==> src/rtl/arith_arb.sv <==
//==============================================================================
// Module   : arith_arb
// Brief    : Round-robin arbiter/sequencer for a shared ARITH add/sub unit.
// Revision : 1.0 - initial release
//==============================================================================
`default_nettype none

module arith_arb #(
    parameter int WIDTH = 32
) (
    input  logic             clk,
    input  logic             reset,
    input  logic             req0,
    input  logic             req1,
    input  logic             afn0,
    input  logic             afn1,
    input  logic [WIDTH-1:0] a0,
    input  logic [WIDTH-1:0] b0,
    input  logic [WIDTH-1:0] a1,
    input  logic [WIDTH-1:0] b1,
    output logic             done0,
    output logic             done1,
    output logic [WIDTH-1:0] res,
    output logic             rz,
    output logic             rv,
    output logic             rn,
    output logic             owner,
    output logic             busy,
    output logic [WIDTH-1:0] arith_a,
    output logic [WIDTH-1:0] arith_b,
    output logic             arith_afn,
    input  logic [WIDTH-1:0] arith_s,
    input  logic             arith_z,
    input  logic             arith_v,
    input  logic             arith_n
);

    localparam logic [1:0] c_S_IDLE = 2'd0;
    localparam logic [1:0] c_S_EXEC = 2'd1;
    localparam logic [1:0] c_S_DONE = 2'd2;

    logic [1:0]       r_state;
    logic [1:0]       w_state_nxt;
    logic             r_ptr;
    logic             r_gsel;
    logic             w_grant;
    logic             w_win;
    logic [WIDTH-1:0] r_arith_a;
    logic [WIDTH-1:0] r_arith_b;
    logic             r_arith_afn;
    logic [WIDTH-1:0] r_res;
    logic             r_rz;
    logic             r_rv;
    logic             r_rn;
    logic             r_owner;

    // Contention goes to the pointer; a lone requester simply wins.
    assign w_grant = (r_state == c_S_IDLE) && (req0 || req1);
    assign w_win   = (req0 && req1) ? r_ptr : req1;

    always_ff @(posedge clk or posedge reset) begin
        if (reset) begin
            r_state <= c_S_IDLE;
        end else begin
            r_state <= w_state_nxt;
        end
    end

    always_comb begin
        w_state_nxt = r_state;
        case (r_state)
            c_S_IDLE: if (req0 || req1) w_state_nxt = c_S_EXEC;
            c_S_EXEC: w_state_nxt = c_S_DONE;
            c_S_DONE: w_state_nxt = c_S_IDLE;
            default:  w_state_nxt = c_S_IDLE;
        endcase
    end

    always_comb begin
        done0 = 1'b0;
        done1 = 1'b0;
        busy  = (r_state != c_S_IDLE);
        if (r_state == c_S_DONE) begin
            done0 = ~r_gsel;
            done1 = r_gsel;
        end
    end

    always_ff @(posedge clk or posedge reset) begin
        if (reset) begin
            r_ptr       <= 1'b0;
            r_gsel      <= 1'b0;
            r_arith_a   <= '0;
            r_arith_b   <= '0;
            r_arith_afn <= 1'b0;
        end else if (w_grant) begin
            r_ptr       <= ~w_win;
            r_gsel      <= w_win;
            r_arith_a   <= w_win ? a1 : a0;
            r_arith_b   <= w_win ? b1 : b0;
            r_arith_afn <= w_win ? afn1 : afn0;
        end
    end

    // ARITH has had the whole EXEC cycle to settle from the registered operands.
    always_ff @(posedge clk or posedge reset) begin
        if (reset) begin
            r_res   <= '0;
            r_rz    <= 1'b0;
            r_rv    <= 1'b0;
            r_rn    <= 1'b0;
            r_owner <= 1'b0;
        end else if (r_state == c_S_EXEC) begin
            r_res   <= arith_s;
            r_rz    <= arith_z;
            r_rv    <= arith_v;
            r_rn    <= arith_n;
            r_owner <= r_gsel;
        end
    end

    assign arith_a   = r_arith_a;
    assign arith_b   = r_arith_b;
    assign arith_afn = r_arith_afn;
    assign res       = r_res;
    assign rz        = r_rz;
    assign rv        = r_rv;
    assign rn        = r_rn;
    assign owner     = r_owner;

endmodule

`default_nettype wire

==> config.mk <==
export PLATFORM = sky130hd
export DESIGN_NAME = arith_arb
export DESIGN_NICKNAME = d
export VERILOG_FILES = /design/src/rtl/arith_arb.sv
export SDC_FILE = /design/constraint.sdc
export NUM_CORES = 1
export LEC_CHECK = 0
export CAP_MARGIN = 20
export CORE_MARGIN = 2
export CORE_UTILIZATION = 43
export DETAILED_ROUTE_END_ITERATION = 7
export PLACE_DENSITY = 0.87
export SLEW_MARGIN = 5
export SYNTH_ARGS = -nofsm -noshare
export SYNTH_HDL_FRONTEND = slang
export SYNTH_SLANG_ARGS = --single-unit
==> constraint.sdc <==
create_clock -name clk -period 12.8 [get_ports clk]
set_clock_uncertainty 0.05 [all_clocks]
set_input_delay 3.84 -clock clk [delete_from_list [all_inputs] [get_ports clk]]
set_output_delay 3.84 -clock clk [all_outputs]
set_load 0.05 [all_outputs]
## Word level (Yosys, flattened, before mapping)

Index checks and enable logic that the tools add are counted.

| storage, ports and cells | value |
|---|---|
| output and inout bits | 104 |
| flip-flop bits (word level) | 105 |
| input bits | 169 |
| word-level logic and storage cells | 29 |

| cells by class | value |
|---|---|
| equality and inequality tests | 3 |
| bitwise gates (word level) | 2 |
| reductions and logical operators | 5 |
| mux-type cells | 8 |

Operators by type and width:

| operator | number |
|---|---|
| $mux 32 | 2 |
| $mux 1 | 4 |
| $pmux 2 s2 | 1 |
| $eq 2x1->1 const B | 1 |
| $eq 2x2->1 const B | 1 |
| $logic_and 1x1->1 | 2 |
| $logic_not 2->1 | 1 |
| $mux 2 | 1 |
| $ne 2x1->1 const B | 1 |
| $not 1->1 | 2 |
| $reduce_bool 2->1 | 1 |
| $logic_or 1x1->1 | 1 |

## Depth between registers and ports, before layout

Gate-level depths: netlist (run 1).

| depth | value |
|---|---|
| depth in word-level cells | 3 |
| depth in mapped cells | 6 |
| depth with buffers taken out | 4 |

## Worst setup path after synthesis (run 1)

No wires, ideal clock.

| timing path | value |
|---|---|
| path kind | reg-to-output |
| start point | reg r_state[0] |
| end point | out done0 |
| stages on the path, launching flop included | 2 |
| setup slack | 7.319 ns |
| data required time | 8.910 ns |
| arrival time | 1.591 ns |
| cells stage by stage | dfrtp_1 nor3b_1 |

| on the way | value |
|---|---|
| longest elaborated chain between the ends | 2 |

RTL lines:

| item | RTL line | text |
|---|---|---|
| start, declared | 42 | `logic [1:0] r_state;` |
| start signal, assigned | 63 | `r_state <= c_S_IDLE;` |
| start signal, assigned | 65 | `r_state <= w_state_nxt;` |
| $eq 2x2->1 | 83 | `if (r_state == c_S_DONE) begin` |
| $mux 1 | 83 |  |
| end, declared | 21 | `output logic done0,` |

Every way passes these cells.

## Worst setup path after layout (run 1)

Same ends and word-level chain as after synthesis.

==> flow_metrics.py, run 1 <==
metrics = {
    "clock_network": {
        "path_clk_slew_ns": 0.07,
        "cts_buffer_depth": 2,
        "clkLatencyLatePin_ns": 0.34,
        "cts_made_buffers": 9,
        "cts_root_buffer": "clkbuf_16",
        "cts_tree": "built",
        "clock_sinks": 105,
        "post_cts_resized": 0,
        "hold_buffers": 0,
        "h-tree-depth": 3,
        "cts_setup_buffers": 0,
    },
    "final_layout": {
        "drive_gt1_share_pct": 16.9,
        "diodes": 0,
        "syn_to_final_growth_pct": 58.6,
        "regArea_um2": 2630,
        "final_util_pct": 69.0,
        "fin_nets": 879,
        "fill_cells": 858,
        "multiInputGateArea_um2": 2190,
        "final_area_um2": 8190,
    },
    "setup_path": {
        "critPathMaxFanout": 4,
        "r2r_cells": 4,
        "start_kind": "flip-flop",
        "critical_path_class": "flip-flop to output pin",
        "worstReg2RegStart": "r_state[1]",
        "ff2ff_setup_slack_ns": 10.84,
        "required_ns": 8.91,
        "critPathArrivalTime_ns": 1.86,
        "endpoint_kind": "output pin",
        "r2r-end": "arith_b[4]",
    },
    "routing": {
        "wl_per_cell_um": 19.1,
        "dr.pass1.iters": 5,
        "drtIter0Drc": 408,
        "drc_errors": 0,
        "drt.antenna.violating_nets": 0,
        "via_count": 4870,
        "vias_per_cell": 5.65,
        "finalWirelength_mm": 16.4,
    },
    "grt": {
        "grt.total_usage_pct": 24.7,
        "grt_pass1_vias": 4852,
        "grt-ovfl-total": 0,
        "antenna_found_initial": 0,
        "grt_pass1_wl_mm": 25.3,
        "grt_max_degree": 74,
    },
    "sta": {
        "fin_crit_ns": 5.75,
        "timing.final.crit_share_pct": 44.9,
        "finalSetupTns_ns": 0,
        "max_freq_mhz": 174,
        "worst_pin_slew_ns": 1.03,
        "maxSlewViolCount": 0,
        "rsz0062_at_grt": "no",
        "final_hold_viol_count": 0,
        "setup_viol": 0,
        "relSlewSlack_pct": 31.4,
    },
    "die": {
        "io-pin-count": 273,
        "rows": 40,
        "core_area_um2": 11900,
        "die-area_um2": 12900,
        "initial_core_util_pct": 43.5,
        "die_w_um": 114,
        "die_h_um": 114,
    },
    "power": {
        "pwr_density_cell_nw_per_um2": 296,
        "vdd_drop_max_v": 0.000166,
        "p_total_w": 0.00242,
        "p_leak_nw": 3.21,
    },
    "synth": {
        "synth-edff-count": 0,
        "avgSynthCellArea_um2": 10.9,
        "synth-async-reset-ratio_pct": 100,
        "syn_inst": 472,
        "synthDistinctLibCells": 25,
        "synthesis.nets": 641,
        "syn_area_um2": 5160,
        "synth_area_leaders": "dfrtp_1 (51%), a21oi_2 (8.5%), mux2_4 (8.4%)",
        "synth.most_common_cell": "dfrtp_1",
        "synth_top_area_cell": "dfrtp_1",
        "netlist.area_leader.share_pct": 50.9,
        "ys_ff_latch": 105,
        "yosysWarnings": 0,
        "yosysSeqAreaShare_pct": 50.9,
        "synthFlopType": "dfrtp_1",
        "synthTopCellsByCount": "dfrtp_1 (105), nand3_1 (66), a31oi_1 (65)",
    },
    "placement": {
        "placed_cell_area_um2": 7790,
        "place_hpwl_mm": 10.9,
        "numPortBuffers": 272,
        "gp_congestion": 0.801,
    },
    "hold_path": {
        "hold_path.startpoint": "res[19]",
        "whs_path_depth": 1,
        "min_path_type": "flip-flop to flip-flop",
        "hold-path-endpoint": "res[19]",
    },
    "status": {
        "status": "completed",
    },
    "job": {
        "maxCapViolCount": 0,
    },
}
## layout by cell type (no fill, tap or decap), drive strengths merged
cell	n
nor2	3
or2	1
nand2b	2
nand3	66
inv	5
a21oi	65
nand2	1
and2b	1
clkbuf	12
bufinv	2
dfrtp	105
buf	10
clkinv	1
mux2	36
o21a	1
clkdlybuf4s50	271
o21ai	66
a31oi	65
nor3b	1
and3b	1
## state kept, by name (all words and copies together), names as in the netlist
name and count:
r_ptr 1, rn 1, arith_afn 1, res 32, r_state 2, arith_a 32
arith_b 32, r_gsel 1, rv 1, rz 1, owner 1
## cells by family (layout without fill, tap and decap cells)
group | count (synthesis) | count (layout) | synth area share, %
simple gates | 76 | 76 | 7.85
compound gates | 197 | 197 | 24.4
flops | 105 | 105 | 50.9
mux | 36 | 36 | 9.96
buf+inv | 58 | 301 | 6.91
## final cells by class
type                    count  area share [%]
clock buffers              12            3.13
clock inverters             4           0.902
inverters                   4           0.214
multi-input cells         309            26.7
flip-flops and latches    105            32.1
well taps                 147            2.25
repair buffers            281            34.7
## per-layer routing
layer / global-route usage, % / vias to the layer above / routed length (µm)
met5: 0 / - / 0
met4: 12.4 / 0 / 633
met3: 5.37 / 48 / 1280
met2: 41.8 / 256 / 8170
met1: 29.9 / 2343 / 6360
li1: - / 2223 / -
## worst max-delay path by stage
stage	start	to	slack, ns	depth (start not counted)
2_1_floorplan	reset	arith_a[0]	6.15	1
3_3_place_gp	req1	arith_a[28]	6.84	5
3_5_place_dp	req1	arith_afn	6.73	5
4_1_cts	r_state[0]	done0	7.04	2
5_1_grt	r_state[0]	done0	6.98	2
6_report	r_state[0]	done0	7.05	2
## through the flow
stage	hold WS, ns	worst slack (ns)	instances
3_5_place_dp	0.445	6.73	843
6_report	0.457	7.05	862
4_1_cts	0.462	7.04	859
2_1_floorplan	0.420	6.15	472
5_1_grt	0.476	6.98	862
3_3_place_gp	0.435	6.84	842
## critical path, cell delays in order, from the launching register on
cell             delay (ns)
dfrtp_1                0.44
nor3b_1                0.23
clkdlybuf4s50_1        0.85
## report_power, final
group | switching [W] | total [W] | internal, W
logic | 0.000952 | 0.00150 | 0.000545
registers | 0.000114 | 0.000618 | 0.000504
clock network | 0.000121 | 0.000304 | 0.000183
total | 0.00119 | 0.00242 | 0.00123
No activity file was read; power rests on OpenSTA's default activity.
==> run 2: changes to the inputs <==
--- a/config.mk
+++ b/config.mk
@@ -7,9 +7,9 @@
 export LEC_CHECK = 0
 export CAP_MARGIN = 20
 export CORE_MARGIN = 2
-export CORE_UTILIZATION = 43
+export CORE_UTILIZATION = 40
 export DETAILED_ROUTE_END_ITERATION = 7
-export PLACE_DENSITY = 0.87
+export PLACE_DENSITY = 0.81
 export SLEW_MARGIN = 5
 export SYNTH_ARGS = -nofsm -noshare
 export SYNTH_HDL_FRONTEND = slang
==> constraint.sdc (replaced) <==
create_clock -name clk -period 5.6 [get_ports clk]
set_clock_uncertainty 0.05 [all_clocks]
set_input_delay 1.68 -clock clk [delete_from_list [all_inputs] [get_ports clk]]
set_output_delay 1.68 -clock clk [all_outputs]
set_load 0.05 [all_outputs]
==> flow_metrics.py, run 2 (synthesized netlist as in run 1, its figures left out) <==
metrics = {
    "setup_path": {
        "path_cells": "nor3b_1 -> clkdlybuf4s50_1",
        "critPathArrivalTime_ns": 1.86,
        "r2r_cells": 5,
        "r2r-end": "arith_b[16]",
        "ff2ff_setup_slack_ns": 3.48,
        "slowest_stage": "clkdlybuf4s50_1",
        "required_ns": 3.87,
        "endpoint_kind": "output pin",
        "start_kind": "flip-flop",
        "worstReg2RegStart": "r_state[0]",
        "max_stage_delay_ns": 0.85,
        "critPathMaxFanout": 4,
        "critical_path_class": "flip-flop to output pin",
    },
    "sta": {
        "rsz0062_at_grt": "no",
        "relSlewSlack_pct": 28.3,
        "worst_pin_slew_ns": 1.08,
        "final_hold_viol_count": 0,
        "finalSetupTns_ns": 0,
        "maxSlewViolCount": 0,
        "timing.final.crit_share_pct": 64.0,
        "max_freq_mhz": 279,
        "setup_viol": 0,
        "fin_crit_ns": 3.59,
    },
    "final_layout": {
        "layout_commonest_cell": "clkdlybuf4s50_1",
        "mostFrequentLayoutCells": "clkdlybuf4s50_1 (271), dfrtp_1 (105), nand3_1 (66)",
        "fill_cells": 1000,
        "drive_gt1_share_pct": 16.8,
        "final_area_um2": 8150,
        "syn_to_final_growth_pct": 58.0,
        "diodes": 0,
        "fin_nets": 879,
    },
    "die": {
        "rows": 41,
        "die_w_um": 118,
        "die_h_um": 118,
        "initial_core_util_pct": 40.9,
        "core_area_um2": 12600,
        "io-pin-count": 273,
        "die-area_um2": 13800,
    },
    "hold_path": {
        "hold-path-endpoint": "res[23]",
        "whs_path_depth": 1,
        "min_path_type": "flip-flop to flip-flop",
        "hold_path.startpoint": "res[23]",
    },
    "clock_network": {
        "post_cts_resized": 0,
        "clkLatencyLatePin_ns": 0.34,
        "cts_buffer_depth": 2,
        "cts_made_buffers": 9,
        "cts_tree": "built",
        "clock_sinks": 105,
        "path_clk_slew_ns": 0.07,
        "cts_root_buffer": "clkbuf_16",
        "h-tree-depth": 3,
        "cts_setup_buffers": 0,
        "hold_buffers": 0,
    },
    "routing": {
        "dr.pass1.iters": 5,
        "drc_errors": 0,
        "vias_per_cell": 5.49,
        "drtIter0Drc": 413,
        "finalWirelength_mm": 16.8,
        "via_count": 4869,
        "drt.antenna.violating_nets": 0,
        "wl_per_cell_um": 19.0,
    },
    "placement": {
        "gp_congestion": 0.851,
        "numPortBuffers": 272,
        "placed_cell_area_um2": 7800,
        "place_hpwl_mm": 11.4,
    },
    "grt": {
        "grt.total_usage_pct": 23.6,
        "antenna_found_initial": 0,
        "grt_pass1_vias": 4851,
        "grt-ovfl-total": 0,
        "grt_max_degree": 80,
        "grt_pass1_wl_mm": 26.2,
    },
    "power": {
        "pwr_density_cell_nw_per_um2": 664,
        "vdd_drop_max_v": 0.000396,
        "p_leak_nw": 3.18,
    },
    "status": {
        "status": "completed",
    },
    "job": {
        "maxCapViolCount": 0,
    },
}
==> run 2: area by class of cell <==
| class | instances | area [µm²] | area share [%] |
|---|---|---|---|
| repair buffers | 281 | 2840 | 34.9 |
| flip-flops and latches | 105 | 2630 | 32.2 |
| multi-input cells | 309 | 2190 | 26.8 |
| clock buffers | 11 | 233 | 2.85 |
| well taps | 172 | 215 | 2.64 |
| clock inverters | 5 | 32.5 | 0.399 |
| inverters | 4 | 17.5 | 0.215 |
==> run 2: worst max-delay path, delay by kind of cell (launching register included) <==
kind,cells,cell delay [ns]
AND/OR/NAND/NOR,1,0.23
buffers and inverters,1,0.85
flip-flops,1,0.44
==> run 2: power by group <==
| group | leakage (nW) | total [W] | internal, W | switching (W) |
|---|---|---|---|---|
| Sequential | 1.20 | 0.00142 | 0.00115 | 0.000268 |
| Combinational | 1.85 | 0.00342 | 0.00125 | 0.00217 |
| Clock | 0.133 | 0.000571 | 0.000301 | 0.000270 |
==> run 2: stage by stage <==
step | util, % | worst slack [ns] | total power (W) | hold slack (ns) | cells
final | 64.6 | 2.01 | 0.00541 | 0.459 | 887
after global routing | 64.6 | 1.92 | 0.00564 | 0.474 | 887
after CTS | 63.9 | 2.00 | 0.00543 | 0.462 | 883
after floorplan | - | 1.11 | 0.00374 | 0.420 | 472
after detailed placement | 61.8 | 1.76 | 0.00483 | 0.446 | 867
after global placement | 61.8 | 1.83 | 0.00477 | 0.437 | 867
==> run 2: layer usage <==
layer  track usage [%]  share of wire (%)  vias to the layer above
met4              9.64                3.2                        0
met1              29.4                 40                     2354
li1                  -                  -                     2220
met5                 0                  0                        -
met3              3.88                7.0                       43
met2              40.6                 50                      252
==> run 2: worst max-delay path by stage <==
stage	startpoint	end	slack (ns)	depth (start not counted)
6_report	r_state[0]	done0	2.01	2
4_1_cts	r_state[0]	done0	2.00	2
3_3_place_gp	req0	arith_a[22]	1.83	5
5_1_grt	r_state[0]	done0	1.92	2
2_1_floorplan	reset	arith_a[0]	1.11	1
3_5_place_dp	req0	arith_b[16]	1.76	5
